`src/rtl/best_neighbor_select_pkg.sv`:
```
// Shared table layout and state encoding for the routing-table blocks.
// Used by fixSinkList and best_neighbor_select.
package best_neighbor_select_pkg;

    localparam int WORD_WIDTH = 16;
    localparam int ADDR_WIDTH = 16;
    localparam int IDX_WIDTH  = 7;

    localparam logic [ADDR_WIDTH-1:0] NCOUNT_ADDR = 16'h068A;
    localparam logic [ADDR_WIDTH-1:0] SCOUNT_BASE = 16'h068E;
    localparam logic [ADDR_WIDTH-1:0] QVAL_BASE   = 16'h01C8;
    localparam logic [ADDR_WIDTH-1:0] RES_IDX_ADDR = 16'h06C0;
    localparam logic [ADDR_WIDTH-1:0] RES_Q_ADDR   = 16'h06C2;

    typedef enum logic [2:0] {
        WAIT_EN,
        WAIT_START,
        RD_NCOUNT,
        RD_SCOUNT,
        RD_QVAL,
        WR_IDX,
        WR_Q
    } state_t;

    // Word tables are laid out on 2-byte strides, wrapping at 16 bits.
    function automatic logic [ADDR_WIDTH-1:0] table_addr(
        input logic [ADDR_WIDTH-1:0] base,
        input logic [IDX_WIDTH-1:0]  idx
    );
        return base + {8'd0, idx, 1'b0};
    endfunction

endpackage

```
`src/rtl/best_neighbor_select.sv`:
```
// Scans the neighbor tables and writes back the lowest-qValue neighbor
// that still has a route (nonzero sinkIDCount).
module best_neighbor_select #(
    parameter int WORD_WIDTH    = best_neighbor_select_pkg::WORD_WIDTH,
    parameter int MAX_NEIGHBORS = 64
) (
    input  logic                  clock,
    input  logic                  nrst,
    input  logic                  en,
    input  logic                  start,
    input  logic [WORD_WIDTH-1:0] data_in,
    output logic [15:0]           address,
    output logic                  wr_en,
    output logic [WORD_WIDTH-1:0] data_out,
    output logic                  done
);
    import best_neighbor_select_pkg::*;

    localparam logic [WORD_WIDTH-1:0] MAX_W = WORD_WIDTH'(MAX_NEIGHBORS);
    localparam logic [IDX_WIDTH-1:0]  MAX_I = IDX_WIDTH'(MAX_NEIGHBORS);

    state_t                state;
    logic [IDX_WIDTH-1:0]  i;
    logic [IDX_WIDTH-1:0]  n;
    logic [WORD_WIDTH-1:0] best_index;
    logic [WORD_WIDTH-1:0] best_q;

    logic [IDX_WIDTH-1:0]  i_next;
    logic [IDX_WIDTH-1:0]  n_clamp;
    logic                  last;
    logic [WORD_WIDTH-1:0] idx_next;
    logic [WORD_WIDTH-1:0] q_next;

    assign i_next  = i + 1'b1;
    assign last    = (i_next == n);
    assign n_clamp = (data_in > MAX_W) ? MAX_I : data_in[IDX_WIDTH-1:0];

    // Strict compare so ties keep the earlier (lower) index.
    always_comb begin
        idx_next = best_index;
        q_next   = best_q;
        if (state == RD_QVAL && data_in < best_q) begin
            idx_next = WORD_WIDTH'(i);
            q_next   = data_in;
        end
    end

    always_ff @(posedge clock or negedge nrst) begin
        if (!nrst) begin
            state      <= WAIT_EN;
            done       <= 1'b0;
            wr_en      <= 1'b0;
            address    <= NCOUNT_ADDR;
            data_out   <= '0;
            i          <= '0;
            n          <= '0;
            best_index <= '1;
            best_q     <= '1;
        end else begin
            wr_en <= 1'b0;
            unique case (state)
                WAIT_EN: begin
                    if (en) begin
                        done    <= 1'b0;
                        address <= NCOUNT_ADDR;
                        i       <= '0;
                        state   <= WAIT_START;
                    end
                end
                WAIT_START: begin
                    if (start) begin
                        best_index <= '1;
                        best_q     <= '1;
                        state      <= RD_NCOUNT;
                    end
                end
                RD_NCOUNT: begin
                    n <= n_clamp;
                    if (n_clamp == '0) begin
                        address  <= RES_IDX_ADDR;
                        data_out <= idx_next;
                        wr_en    <= 1'b1;
                        state    <= WR_IDX;
                    end else begin
                        address <= SCOUNT_BASE;
                        state   <= RD_SCOUNT;
                    end
                end
                RD_SCOUNT, RD_QVAL: begin
                    if (state == RD_SCOUNT && data_in != '0) begin
                        address <= table_addr(QVAL_BASE, i);
                        state   <= RD_QVAL;
                    end else begin
                        best_index <= idx_next;
                        best_q     <= q_next;
                        i          <= i_next;
                        if (last) begin
                            address  <= RES_IDX_ADDR;
                            data_out <= idx_next;
                            wr_en    <= 1'b1;
                            state    <= WR_IDX;
                        end else begin
                            address <= table_addr(SCOUNT_BASE, i_next);
                            state   <= RD_SCOUNT;
                        end
                    end
                end
                WR_IDX: begin
                    address  <= RES_Q_ADDR;
                    data_out <= best_q;
                    wr_en    <= 1'b1;
                    state    <= WR_Q;
                end
                WR_Q: begin
                    done  <= 1'b1;
                    state <= WAIT_EN;
                end
                default: state <= WAIT_EN;
            endcase
        end
    end

endmodule

```
`config.mk`:
```
export PLATFORM = sky130hd
export DESIGN_NAME = best_neighbor_select
export DESIGN_NICKNAME = d
export VERILOG_FILES = /design/src/rtl/best_neighbor_select_pkg.sv /design/src/rtl/best_neighbor_select.sv
export SDC_FILE = /design/constraint.sdc
export NUM_CORES = 1
export LEC_CHECK = 0
export CORE_MARGIN = 2
export CORE_UTILIZATION = 50
export DETAILED_ROUTE_END_ITERATION = 16
export PLACE_DENSITY = 0.76
export SETUP_SLACK_MARGIN = 0.3
export SYNTH_ARGS = -nofsm -noshare
export SYNTH_HDL_FRONTEND = slang
export SYNTH_SLANG_ARGS = --single-unit
export TNS_END_PERCENT = 30
```
`constraint.sdc`:
```
create_clock -name clock -period 3.3 [get_ports clock]
set_input_delay 0.66 -clock clock [delete_from_list [all_inputs] [get_ports clock]]
set_output_delay 0.66 -clock clock [all_outputs]
set_load 0.01 [all_outputs]
```
==> impl_metrics.csv, run 1 <==
group,metric,value,unit
clock_tree,clkSlewWorstSetupHoldPaths,0.07,ns
outcome,outcome,"completed",
clock_tree,htree_levels,3,
global_routing,grt_pass1_vias,3670,
synthesis,synthesis.area,0.00431,mm²
placement,place_ws,0.000785,ns
clock_tree,cts_sinks,77,
routing,drt-initial-drc-count,195,
floorplan,dieArea,0.00937,mm²
floorplan,die_h,96.8,µm
synthesis,synth-edff-count,0,
cells_and_area,syn_to_final_growth,20.2,%
critical_path,cp-start-kind,"input pin",
clock_tree,cts_root_buf,"clkbuf_8",
global_routing,grt_use_total,0.235,
synthesis,synth_cell_type_count,61,
floorplan,io_pins,54,
cells_and_area,post-route-util,0.624,
timing,drv_slew,0,
timing,rsz0062_at_grt,"false",
global_routing,grt_max_degree,78,
synthesis,synth_seq_cells,77,
timing,slew_headroom,0.388,
routing,wl_per_cell,17.9,µm
global_routing,gr-total-overflow,0,
timing,timing.final.crit_share,0.882,
synthesis,seq_area_frac_synth,0.458,
cells_and_area,drive_above_1_share,0.210,
cells_and_area,fill_cells,676,
timing,tns,0,ns
synthesis,synth_warnings,0,
floorplan,die_x,96.8,µm
cells_and_area,layout.nets,531,
timing,clock_skew,0.00462,ns
floorplan,fp-row-count,33,
synthesis,synthCells,439,
global_routing,antenna_found_initial,0,
critical_path,endpoint_kind,"register",
clock_tree,clockBufferDepth,2,
critical_path,crit_fanout,12,
timing,period_needed,2.91,ns
cells_and_area,antenna_cells,0,
routing,vias_per_cell,5.99,
clock_tree,cts_tree,"done",
critical_path,critPathArrivalTime,3.16,ns
placement,hpwl,7.67,mm
timing,hold_violations,0,
clock_tree,cts_hold_buf,0,
synthesis,avgSynthCellArea,9.81,µm²
critical_path,crit_required,3.55,ns
routing,via_count,3617,
power,peakVddDrop,488,µV
power,power_leakage,0.00231,µW
floorplan,initial_core_util,0.519,
clock_tree,insertion_delay,0.36,ns
power,cellPowerDensity,894,mW/mm²
routing,drcViolationCount,0,
min_path,hp-class,"input pin to async pin",
global_routing,grt_pass1_wl,17.9,mm
timing,layout_setup_ws,0.389,ns
timing,max_freq,344,MHz
placement,io_buffers,47,
routing,finalWirelength,10.8,mm
synthesis,synth_flop_cell,"dfrtp_1",
critical_path,criticalPathCategory,"input pin to register",
timing,tightestPinTransition,0.917,ns
routing,ant_nets,0,
clock_tree,cts_buffers,9,
timing,whs,0.297,ns
routing,drt_pass1_iterations,5,
synthesis,synthArstFlopShare,1.00,
timing,setup-violations-final,0,
floorplan,core,0.00830,mm²
placement,place.gp.congestion,0.913,
flow_run,cap_violations,0,
## where the power goes
part | switching, µW | total, µW | leakage (µW) | internal, µW
sequential | 229 | 1690 | 0.000903 | 1460
combinational | 1180 | 2180 | 0.00130 | 1000
clock | 348 | 758 | 0.000106 | 411
## final timing paths
check / slack, ns / cells after the start / from / end
setup / recovery: 0.39 / 9 / data_in[6] / data_out[10]$_DFFE_PN0P_
min in group clock: 0.46 / 2 / best_index[11]$_DFFE_PN1P_ / best_index[11]$_DFFE_PN1P_
setup reg to reg: 0.52 / 7 / i[1]$_DFFE_PN0P_ / data_out[12]$_DFFE_PN0P_
max in group asynchronous: 2.61 / 2 / nrst / address[1]$_DFFE_PN1P_
hold / removal: 0.30 / 2 / nrst / data_out[13]$_DFFE_PN0P_
hold reg to reg: 0.46 / 2 / best_index[11]$_DFFE_PN1P_ / best_index[11]$_DFFE_PN1P_
## layout by cell type, fill, tap and decap left out, types with 3 or more instances in the layout
master           netlist  layout
o2bb2ai_1              7       7
nor2_1                27      27
and2_1                 3       3
o21ai_0               22      21
clkdlybuf4s50_1        0      46
nor2b_1                3       3
dfrtp_1               40      40
mux2_2                 7       7
o22ai_1               13      13
a211oi_1              19      18
nand3_1                8       8
dfstp_2               37      37
nor3_1                 7       7
buf_4                  7      25
a22o_1                 7       7
a31o_2                 8       8
xor2_1                 7       7
nand2_1               46      46
inv_1                 22      22
clkbuf_8               0      12
a22oi_1                3       3
a21o_1                 4       4
xnor2_1               11      11
conb_1                 1       6
a21oi_1               35      35
a31oi_1                3       3
ha_1                  17      17
o22a_1                 7       7
o21ai_1                3       4
## metrics by stage
step	instance area, µm²	total power (µW)	cells
final	5180	4630	604
after CTS	5170	4630	604
after global placement	4960	3780	588
after global routing	5180	4940	604
after detailed placement	4960	3860	588
after floorplan	4330	3080	444
## cell type report
type | count | area (µm²) | area share
Multi-Input combinational cell | 310 | 2100 | 0.406
Sequential cell | 77 | 1970 | 0.381
Timing Repair Buffer | 73 | 673 | 0.130
Clock buffer | 13 | 169 | 0.0326
Tap cell | 105 | 131 | 0.0254
Inverter | 23 | 86.3 | 0.0167
Clock inverter | 3 | 42.5 | 0.00821
## what timing repair did
item                                    in CTS  in global routing
endpoints found under the setup margin       0                 24
buffers inserted                             0                  0
resized for setup                            0                  3
## critical path, cell delays in order
cell	delay, ns
clkdlybuf4s50_1	0.61
ha_1	0.28
nand2_1	0.09
nor3_1	0.07
a2111o_1	0.39
a211o_1	0.34
buf_4	0.21
a31o_2	0.25
mux2_2	0.26
## logic make-up after synthesis
logic type | synth area share
AO/OA/AOI/OAI | 0.235
AND/OR/NAND/NOR | 0.119
flip-flops | 0.458
buffers and inverters | 0.0604
XOR/XNOR | 0.0526
adder cells (fa/ha/maj) | 0.0494
multiplexers | 0.0253
other | 0.000870
## state kept, by name, indices dropped and copies added, names as in the netlist, 3 cells and up
name        cells
state           3
best_index     16
i               7
n               7
address        10
best_q         16
data_out       16
## cell usage after synthesis, types with 8 or more instances
cell / n / area share
nand2_1: 46 / 0.040
dfrtp_1: 40 / 0.23
dfstp_2: 37 / 0.23
a21oi_1: 35 / 0.041
nor2_1: 27 / 0.024
inv_1: 22 / 0.019
o21ai_0: 22 / 0.026
a211oi_1: 19 / 0.033
ha_1: 17 / 0.049
clkbuf_1: 15 / 0.013
o22ai_1: 13 / 0.019
xnor2_1: 11 / 0.022
buf_2: 10 / 0.012
a31o_2: 8 / 0.016
nand3_1: 8 / 0.0093
## routing by layer
| layer | GRT usage | part of all wire | vias up | wire length [µm] |
|---|---|---|---|---|
| li1 | - | - | 1689 | - |
| met5 | 0 | 0 | - | 0 |
| met1 | 0.312 | 0.44 | 1764 | 4740 |
| met4 | 0.0726 | 0.019 | 0 | 201 |
| met2 | 0.380 | 0.48 | 143 | 5230 |
| met3 | 0.0600 | 0.057 | 21 | 613 |
Note: power is estimated with default switching activity, not from simulation.
==> run 2, diff against run 1 <==
Settings changed: CORE_UTILIZATION 50 to 52, PLACE_DENSITY 0.76 to 0.79.
==> run 2 against run 1 <==
Effect of this change:
- wire length fell by 3.1%
- final cell count down 0.33%
- combinational power is essentially flat
- critical path type unchanged
- largest cell class unchanged
- largest power group unchanged
- highest routed layer unchanged
==> impl_metrics.csv, run 2 (synthesis results as in run 1) <==
group,metric,value,unit
clock_tree,clkSlewWorstSetupHoldPaths,0.08,ns
min_path,hp-class,"input pin to async pin",
timing,tightestPinTransition,0.954,ns
floorplan,die_x,95.0,µm
critical_path,critPathArrivalTime,3.15,ns
critical_path,criticalPathCategory,"input pin to register",
clock_tree,insertion_delay,0.36,ns
clock_tree,htree_levels,3,
cells_and_area,multiInputGateArea,0.00210,mm²
power,power_leakage,0.00229,µW
power,cellPowerDensity,893,mW/mm²
routing,wl_per_cell,17.4,µm
clock_tree,cts_hold_buf,0,
floorplan,initial_core_util,0.530,
clock_tree,cts_sinks,77,
cells_and_area,largest_registers,"best_index x16, best_q x16, data_out x16",
flow_run,cap_violations,0,
cells_and_area,finalNonFillerCells,602,
power,p_int,2850,µW
timing,timing.final.crit_share,0.879,
power,swShare,0.382,
global_routing,grt_pass1_vias,3450,
critical_path,rr_worst_depth,9,
cells_and_area,fin_area,0.00516,mm²
timing,period_needed,2.90,ns
power,power_frac_clock,0.158,
timing,hold_violations,0,
placement,io_buffers,47,
timing,max_freq,345,MHz
floorplan,fp-row-count,33,
routing,drcViolationCount,0,
clock_tree,clockBufferDepth,2,
cells_and_area,drive_above_1_share,0.207,
power,combinationalPowerShare,0.474,
power,netSwitchingPower,1760,µW
floorplan,die_h,95.0,µm
timing,clock_skew,0.0114,ns
cells_and_area,layout_common_cells,"clkdlybuf4s50_1 (46), nand2_1 (45), dfrtp_1 (40)",
routing,drt_pass1_iterations,6,
power,power_frac_seq,0.369,
cells_and_area,mostFrequentLayoutCell,"clkdlybuf4s50_1",
cells_and_area,antenna_cells,0,
critical_path,cp-start-kind,"input pin",
clock_tree,cts_tree,"done",
cells_and_area,fill_cells,644,
timing,whs,0.441,ns
outcome,outcome,"completed",
floorplan,core,0.00813,mm²
critical_path,crit_required,3.55,ns
critical_path,cpMaxStageDelayCell,"clkdlybuf4s50_1",
timing,rsz0062_at_grt,"true",
floorplan,io_pins,54,
placement,place_area,0.00493,mm²
placement,hpwl,7.30,mm
cells_and_area,syn_to_final_growth,19.8,%
routing,drt-initial-drc-count,227,
routing,finalWirelength,10.4,mm
critical_path,endpoint_kind,"register",
critical_path,crit_fanout,21,
placement,place.gp.congestion,0.894,
clock_tree,cts_buffers,9,
placement,dp_cells,584,
cells_and_area,layout.nets,529,
power,peakVddDrop,313,µV
timing,setup-violations-final,0,
global_routing,grt_max_degree,78,
timing,tns,0,ns
routing,via_count,3598,
routing,ant_nets,0,
global_routing,grt_pass1_wl,17.1,mm
floorplan,dieArea,0.00903,mm²
timing,drv_slew,0,
clock_tree,cts_root_buf,"clkbuf_8",
global_routing,gr-total-overflow,0,
routing,vias_per_cell,5.98,
critical_path,slowest_delay,0.46,ns
global_routing,antenna_found_initial,0,
timing,slew_headroom,0.364,
cells_and_area,regArea,0.00197,mm²
critical_path,crit_chain,"clkdlybuf4s50_1, ha_1, o21ai_0, o21ai_1, a2111o_1, a211o_1, buf_4, a31o_2, mux2_2",
global_routing,grt_use_total,0.245,
run 2: changes by cell type in the layout (fill, tap and decap cells not counted), sizes merged:
cell / before / now
clkinvlp: 1 / 2
buf: 27 / 25
clkbuf: 13 / 12
run 2: final timing paths:
check,slack (ns),end,start
max in group asynchronous,2.24,address[6]$_DFFE_PN0P_,nrst
max reg2reg,0.59,data_out[7]$_DFFE_PN0P_,best_q[9]$_DFFE_PN1P_
min,0.44,data_out[10]$_DFFE_PN0P_,nrst
min reg2reg,0.47,best_index[15]$_DFFE_PN1P_,best_index[15]$_DFFE_PN1P_
max,0.40,data_out[7]$_DFFE_PN0P_,data_in[1]
min in group clock,0.47,best_index[15]$_DFFE_PN1P_,best_index[15]$_DFFE_PN1P_
run 2: final cells by class:
type / instances / area share
clock inverter: 4 / 0.00970
tap: 105 / 0.0255
clock buffer: 12 / 0.0281
timing repair buffer: 71 / 0.130
sequential: 77 / 0.382
inverter: 23 / 0.0167
multi-input combinational: 310 / 0.407
run 2: what timing repair did:
item / in CTS / in global routing
gates resized for setup: 0 / 4
setup buffers: 0 / 2
endpoints found under the setup margin: 0 / 35
run 2: power groups by stage:
stage	clock [µW]	sequential (µW)	combinational [µW]
after global routing	768	1750	2410
final	726	1700	2180
after floorplan	0	1690	1390
after CTS	726	1700	2150
after global placement	0	1690	2070
after detailed placement	0	1710	2130
run 2: per-stage QoR:
step / utilization / total power (µW) / setup WS, ns
final: 0.635 / 4610 / 0.399
after global routing: 0.635 / 4930 / 0.294
after CTS: 0.630 / 4580 / 0.346
after detailed placement: 0.606 / 3850 / -0.0192
after global placement: 0.606 / 3760 / 0.0611
after floorplan: - / 3080 / 0.613
run 2: routing by layer:
layer,routed length (µm),share of wire,vias up,track usage
li1,-,-,1683,-
met1,4660,0.45,1783,0.335
met2,5190,0.50,117,0.398
met3,434,0.042,15,0.0308
met4,166,0.016,0,0.0990
met5,0,0,-,0
run 2: critical path: cells and delay by family:
family / cells / cell delay, ns
muxes: 1 / 0.25
buffers and inverters: 2 / 0.68
adders and majority gates: 1 / 0.30
AOI/OAI and AO/OA: 5 / 1.25
==> run 3, diff against run 2 <==
Settings changed: ABC_CLOCK_PERIOD_IN_PS set to 2630, CORE_UTILIZATION 52 to 50.
Clock period 3.3 ns to 2.63 ns, I/O delays scaled along.
==> run 3 against run 2 <==
Effect of this change:
- the run now ends with setup timing left
- sequential share of layout area shrank 6.3 points
- worst hold slack lost 0.35 ns
- global-route usage grew 2.3 points
- clock-buffer cell count shrank 2
- power grew 56%
- register-to-register slack lost 0.62 ns
- critical path type is now register to register
- largest cell class unchanged
- largest power group unchanged
==> impl_metrics.csv, run 3 (synthesis results as in run 1) <==
group,metric,value,unit
critical_path,cpMaxStageDelayCell,"dfstp_2",
power,power_leakage,0.00271,µW
outcome,outcome,"finished with violations",
clock_tree,cts_sinks,77,
clock_tree,htree_levels,3,
routing,drt_pass1_iterations,5,
routing,ant_nets,0,
cells_and_area,syn_to_final_growth,43.8,%
timing,tns,-0.162,ns
floorplan,die_h,96.8,µm
clock_tree,cts_root_buf,"clkbuf_8",
power,combinationalPowerShare,0.536,
cells_and_area,layout.nets,583,
cells_and_area,mostFrequentLayoutCell,"buf_4",
critical_path,criticalPathCategory,"register to register",
global_routing,antenna_found_initial,0,
clock_tree,cts_buffers,9,
routing,via_count,4098,
critical_path,slowest_delay,0.55,ns
placement,io_buffers,47,
routing,drt-initial-drc-count,411,
timing,clock_skew,0.0102,ns
cells_and_area,layout_common_cells,"buf_4 (67), dfrtp_1 (38), nand2_1 (37), dfstp_2 (37), clkdlybuf4s50_1 (35)",
clock_tree,cts_tree,"done",
critical_path,cp.depth,9,
flow_run,cap_violations,0,
timing,drv_slew,0,
timing,tightestPinTransition,0.518,ns
timing,timing.final.crit_share,1.01,
global_routing,grt_pass1_vias,4115,
power,p_int,4380,µW
global_routing,grt_pass1_wl,20.4,mm
power,netSwitchingPower,2800,µW
floorplan,die_x,96.8,µm
cells_and_area,largest_registers,"best_index x16, best_q x16, data_out x16",
power,power_frac_clock,0.154,
cells_and_area,post-route-util,0.747,
placement,place.gp.congestion,0.953,
routing,vias_per_cell,6.25,
critical_path,path_buf_inv,2,
outcome,violations,"setup timing",
floorplan,initial_core_util,0.519,
global_routing,gr-total-overflow,0,
power,swShare,0.390,
placement,hpwl,8.30,mm
floorplan,core,0.00830,mm²
clock_tree,insertion_delay,0.36,ns
critical_path,crit_required,2.87,ns
floorplan,io_pins,54,
clock_tree,clockBufferDepth,2,
critical_path,endpoint_kind,"register",
cells_and_area,regArea,0.00198,mm²
critical_path,crit_fanout,6,
critical_path,rr_worst_depth,9,
global_routing,grt_use_total,0.268,
floorplan,fp-row-count,33,
critical_path,cp-start-kind,"register",
critical_path,critPathArrivalTime,2.90,ns
cells_and_area,fill_cells,496,
global_routing,grt_max_degree,47,
routing,drcViolationCount,0,
critical_path,r2r-start,"best_q[2]$_DFFE_PN1P_",
timing,hold_violations,0,
cells_and_area,antenna_cells,0,
cells_and_area,multiInputGateArea,0.00263,mm²
critical_path,crit_chain,"inv_1, ha_1, o21ai_2, o21ai_1, a2111o_1, a211o_1, buf_6, a31o_4, mux2_4",
timing,max_freq,376,MHz
timing,period_needed,2.66,ns
timing,setup-violations-final,9,
routing,wl_per_cell,20.7,µm
routing,finalWirelength,13.6,mm
cells_and_area,drive_above_1_share,0.399,
clock_tree,clkSlewWorstSetupHoldPaths,0.09,ns
floorplan,dieArea,0.00937,mm²
power,peakVddDrop,554,µV
power,cellPowerDensity,1160,mW/mm²
timing,slew_headroom,0.653,
min_path,hp-class,"input pin to async pin",
critical_path,critPathTopFamily,"compound AO/OA/AOI/OAI gates",
critical_path,startpoint,"best_q[2]$_DFFE_PN1P_",
power,power_frac_seq,0.310,
timing,layout_setup_ws,-0.0300,ns
timing,rsz0062_at_grt,"true",
-- run 3: changes by cell type in the layout (fill, tap and decap cells not counted), sizes merged, moves of 2 or more --
cell,change
dlymetal6s2s,+2
buf,+53
dlygate4sd2,+9
bufinv,+2
clkdlybuf4s50,-11
-- run 3: area by class of cell --
cell class	count	area share
clock buffers	10	0.0206
clock inverters	6	0.0180
inverters	23	0.0139
multi-input cells	310	0.424
flip-flops and latches	77	0.319
well taps	105	0.0212
repair buffers	125	0.183
-- run 3: layer usage --
layer  wire (µm)  part of all wire  vias up  global-route usage
met4         391             0.029        0               0.117
met3         947             0.070       43              0.0600
met5           0                 0        -                   0
li1            -                 -     1800                   -
met1        5660              0.42     2023               0.357
met2        6580              0.48      232               0.422
-- run 3: path summary, 6_finish.rpt --
check | endpoint | slack (ns)
setup / recovery | data_out[11]$_DFFE_PN0P_ | -0.03
setup reg to reg | data_out[11]$_DFFE_PN0P_ | -0.03
max in group asynchronous | best_q[0]$_DFFE_PN1P_ | 1.89
hold / removal | data_out[14]$_DFFE_PN0P_ | 0.09
hold reg to reg | best_index[13]$_DFFE_PN1P_ | 0.46
min in group clock | best_index[13]$_DFFE_PN1P_ | 0.46
-- run 3: timing repair --
| item | in CTS | in global routing |
|---|---|---|
| hold buffers | 0 | 0 |
| buffers inserted | 4 | 3 |
| gates resized for setup | 49 | 65 |
| pin swaps | 21 | 30 |
| hold endpoints to repair | 0 | 0 |
| cloned | 0 | 1 |
| endpoints found under the setup margin | 57 | 64 |
-- run 3: per-stage QoR --
| stage | cells | worst slack (ns) | total power, µW | hold WS, ns | instance area, µm² |
|---|---|---|---|---|---|
| after floorplan | 444 | 0.148 | 3920 | 0.230 | 4380 |
| after global placement | 632 | -0.481 | 5000 | 0.446 | 5330 |
| after detailed placement | 632 | -0.535 | 5120 | 0.453 | 5330 |
| after CTS | 652 | 0.128 | 6550 | 0.103 | 5840 |
| after global routing | 656 | -0.0825 | 7570 | 0.121 | 6200 |
| final | 656 | -0.0300 | 7180 | 0.0890 | 6200 |
-- run 3: power groups by stage --
stage | combinational (µW) | sequential [µW] | clock (µW)
floorplan | 1800 | 2120 | 0
global placement | 2890 | 2110 | 0
detailed placement | 2990 | 2130 | 0
CTS | 3310 | 2140 | 1110
global route | 4140 | 2280 | 1160
finish | 3850 | 2220 | 1110
==> edit, RTL diff (config.mk and constraints of run 3) <==
Register the output `address` once more, cleared by the reset; this adds one clock of latency there. The other outputs are not delayed to match.
--- a/src/rtl/best_neighbor_select.sv
+++ b/src/rtl/best_neighbor_select.sv
@@ -20,2 +20,4 @@
     localparam logic [IDX_WIDTH-1:0]  MAX_I = IDX_WIDTH'(MAX_NEIGHBORS);
+
+    logic [15:0] address_s0;
 
@@ -52,3 +54,3 @@
             wr_en      <= 1'b0;
-            address    <= NCOUNT_ADDR;
+            address_s0 <= NCOUNT_ADDR;
             data_out   <= '0;
@@ -64,3 +66,3 @@
                         done    <= 1'b0;
-                        address <= NCOUNT_ADDR;
+                        address_s0 <= NCOUNT_ADDR;
                         i       <= '0;
@@ -79,3 +81,3 @@
                     if (n_clamp == '0) begin
-                        address  <= RES_IDX_ADDR;
+                        address_s0 <= RES_IDX_ADDR;
                         data_out <= idx_next;
@@ -84,3 +86,3 @@
                     end else begin
-                        address <= SCOUNT_BASE;
+                        address_s0 <= SCOUNT_BASE;
                         state   <= RD_SCOUNT;
@@ -90,3 +92,3 @@
                     if (state == RD_SCOUNT && data_in != '0) begin
-                        address <= table_addr(QVAL_BASE, i);
+                        address_s0 <= table_addr(QVAL_BASE, i);
                         state   <= RD_QVAL;
@@ -97,3 +99,3 @@
                         if (last) begin
-                            address  <= RES_IDX_ADDR;
+                            address_s0 <= RES_IDX_ADDR;
                             data_out <= idx_next;
@@ -102,3 +104,3 @@
                         end else begin
-                            address <= table_addr(SCOUNT_BASE, i_next);
+                            address_s0 <= table_addr(SCOUNT_BASE, i_next);
                             state   <= RD_SCOUNT;
@@ -108,3 +110,3 @@
                 WR_IDX: begin
-                    address  <= RES_Q_ADDR;
+                    address_s0 <= RES_Q_ADDR;
                     data_out <= best_q;
@@ -122,2 +124,10 @@
 
+    always_ff @(posedge clock or negedge nrst) begin
+        if (!nrst) begin
+            address <= '0;
+        end else begin
+            address <= address_s0;
+        end
+    end
+
 endmodule
Behaviour: not the same (a bounded check fails within 4 cycles, from zero or initial values and one cycle with nrst low).
==> edit against run 3 <==
Design area rose by 0.12%. Area after synthesis rose by 12%. Sequential cell count rose by 10. Routed wire length fell by 11%. Sequential power rose by 6%. Count of clock-buffer cells in the layout did not move. Combinational power fell by 7.8%. Power fell by 4.9%. Setup slack improved by 0.19 ns. Die area rose by 12%. Largest cell class unchanged. Highest routed layer unchanged.
==> edit: results (changes against run 3) <==
| Metric | Value |
|---|---|
| Outcome | `completed` |
| Worst skew pair latency | `0.37 ns` |
| Reg2Reg Depth | `7 (-2)` |
| DP HPWL | `8750 µm (+5.4%)` |
| Clock Skew | `0.00867 ns (-0.00156 ns)` |
| Maximum root-to-sink buffer count | `2 (unchanged)` |
| H-Tree Depth | `3 (unchanged)` |
| CP Data Arrival Time | `2.73 ns (-0.17 ns)` |
| Biggest registers after layout | `best_index x16, best_q x16, data_out x16` |
| Total track usage | `0.243 (-0.0256)` |
| Vias post-DR | `4096 (-0.049%)` |
| RR Startpoint | `best_q[14]` |
| Number of antenna diodes | `0 (unchanged)` |
| FF-to-FF setup slack | `0.16 ns (+0.19 ns)` |
| First-pass GRT wire length | `19800 µm (-3.0%)` |
| Initial antenna violation count | `0 (unchanged)` |
| NumNets Final | `606 (+3.9%)` |
| Critical Path Fanout Max | `4 (-2)` |
| Cells after synthesis | `477 (+8.7%)` |
| Asr flop ratio synth | `1.00 (unchanged)` |
| Reg-to-reg critical path endpoint | `data_out[1]` |
| RD Place Congestion | `0.896 (-5.9%)` |
| Commonest cells in the netlist | `dfrtp_1, nor2_1, dfstp_2, nand2_1` |
| Post-synthesis cell type count | `71 (+16%)` |
| Worst min path class | `in2async` |
| DRT Pass-1 Iters | `5 (unchanged)` |
| Leak | `2.74 nW (+0.92%)` |
| Initial DRC count | `304 (-26%)` |
| Placed Cells | `676 (+7.0%)` |
| Peak supply drop | `0.000516 V (-6.9%)` |
| Yosys warns | `0 (unchanged)` |
| Post-DR vias/cell | `5.83 (-6.7%)` |
| Share of post-route cells with drive strength above 1 | `0.289 (-0.110)` |
| Vias in the first global route | `4033 (-2.0%)` |
| Final WL | `12100 µm (-11%)` |
| Pre-CTS setup slack | `-0.463 ns (+0.0716 ns)` |
| Slew HR | `0.451 (-0.202)` |
| Largest net degree at the start of global routing | `69 (+47%)` |
| Clock transition at path regs | `0.10 ns` |
| CTS Root Cell | `clkbuf_8` |
| I/O Buffers | `47 (unchanged)` |
| Cts bufs inserted | `9 (unchanged)` |
| Sequential element share of the synthesized area | `0.461 (+0.00257)` |
| Largest cells by area after synthesis | `dfrtp_1, dfstp_2, ha_1` |
edit: layout make-up:
class                   count  area (µm²)
clock buffers              10         149
clock inverters             6        51.3
fillers                   710        3080
inverters                  24        92.6
multi-input cells         340        2580
flip-flops and latches     87        2220
well taps                 129         161
repair buffers            107         946
edit: timing repair:
item / 4_1_cts / 5_1_grt
endpoints found under the setup margin: 67 / 61
hold buffers: 0 / 0
gates resized for setup: 27 / 9
gates cloned: 1 / 0
setup buffers: 6 / 4
pin swaps: 21 / 7
edit: worst max path at each step:
stage / end / startpoint / slack, ns
floorplan: data_out[5] / best_q[14] / 0.22
global placement: best_index[0] / data_in[14] / -0.38
detailed placement: best_index[0] / data_in[14] / -0.46
CTS: data_out[2] / best_q[15] / 0.19
global route: best_q[5] / best_q[14] / 0.11
finish: data_out[1] / best_q[14] / 0.16
edit: metrics by stage:
step / cell area, µm² / TNS [ns] / hold WS [ns] / total power, mW
floorplan: 4920 / 0 / 0.230 / 4.41
global placement: 5770 / -18.83 / 0.361 / 5.52
finish: 6200 / 0 / 0.260 / 6.83
CTS: 6120 / 0 / 0.293 / 6.72
detailed placement: 5770 / -22.99 / 0.372 / 5.64
global route: 6200 / 0 / 0.340 / 7.25
edit: critical path, cell delays in order (launching register included):
cell and delay [ns]:
dfstp_2 0.55, inv_2 0.05, ha_4 0.21, a21o_1 0.17, a221o_1 0.38, or3_4 0.46, or3_4 0.35, a31o_1 0.21
edit: cell families (layout without fill, tap and decap cells):
group,after synthesis,count (layout),synth area share
other cells,1,6,0.000777
simple gates,133,134,0.140
compound gates,148,148,0.224
fa+ha+maj,17,17,0.0441
flops,87,87,0.461
mux,16,16,0.0332
buf+inv,56,147,0.0531
xor+xnor,19,19,0.0433
edit: power breakdown:
| part | internal (mW) | total (mW) | switching (mW) |
|---|---|---|---|
| Sequential | 2.00 | 2.35 | 0.352 |
| Clock | 0.412 | 0.933 | 0.521 |
| Combinational | 1.70 | 3.55 | 1.85 |
| Total | 4.10 | 6.83 | 2.72 |
edit: per-layer routing:
layer,GRT usage,wire length (µm),vias to the layer above
met5,0,0,-
met4,0.0933,291,0
met3,0.0349,587,24
met2,0.394,5870,156
met1,0.330,5350,1995
li1,-,-,1921
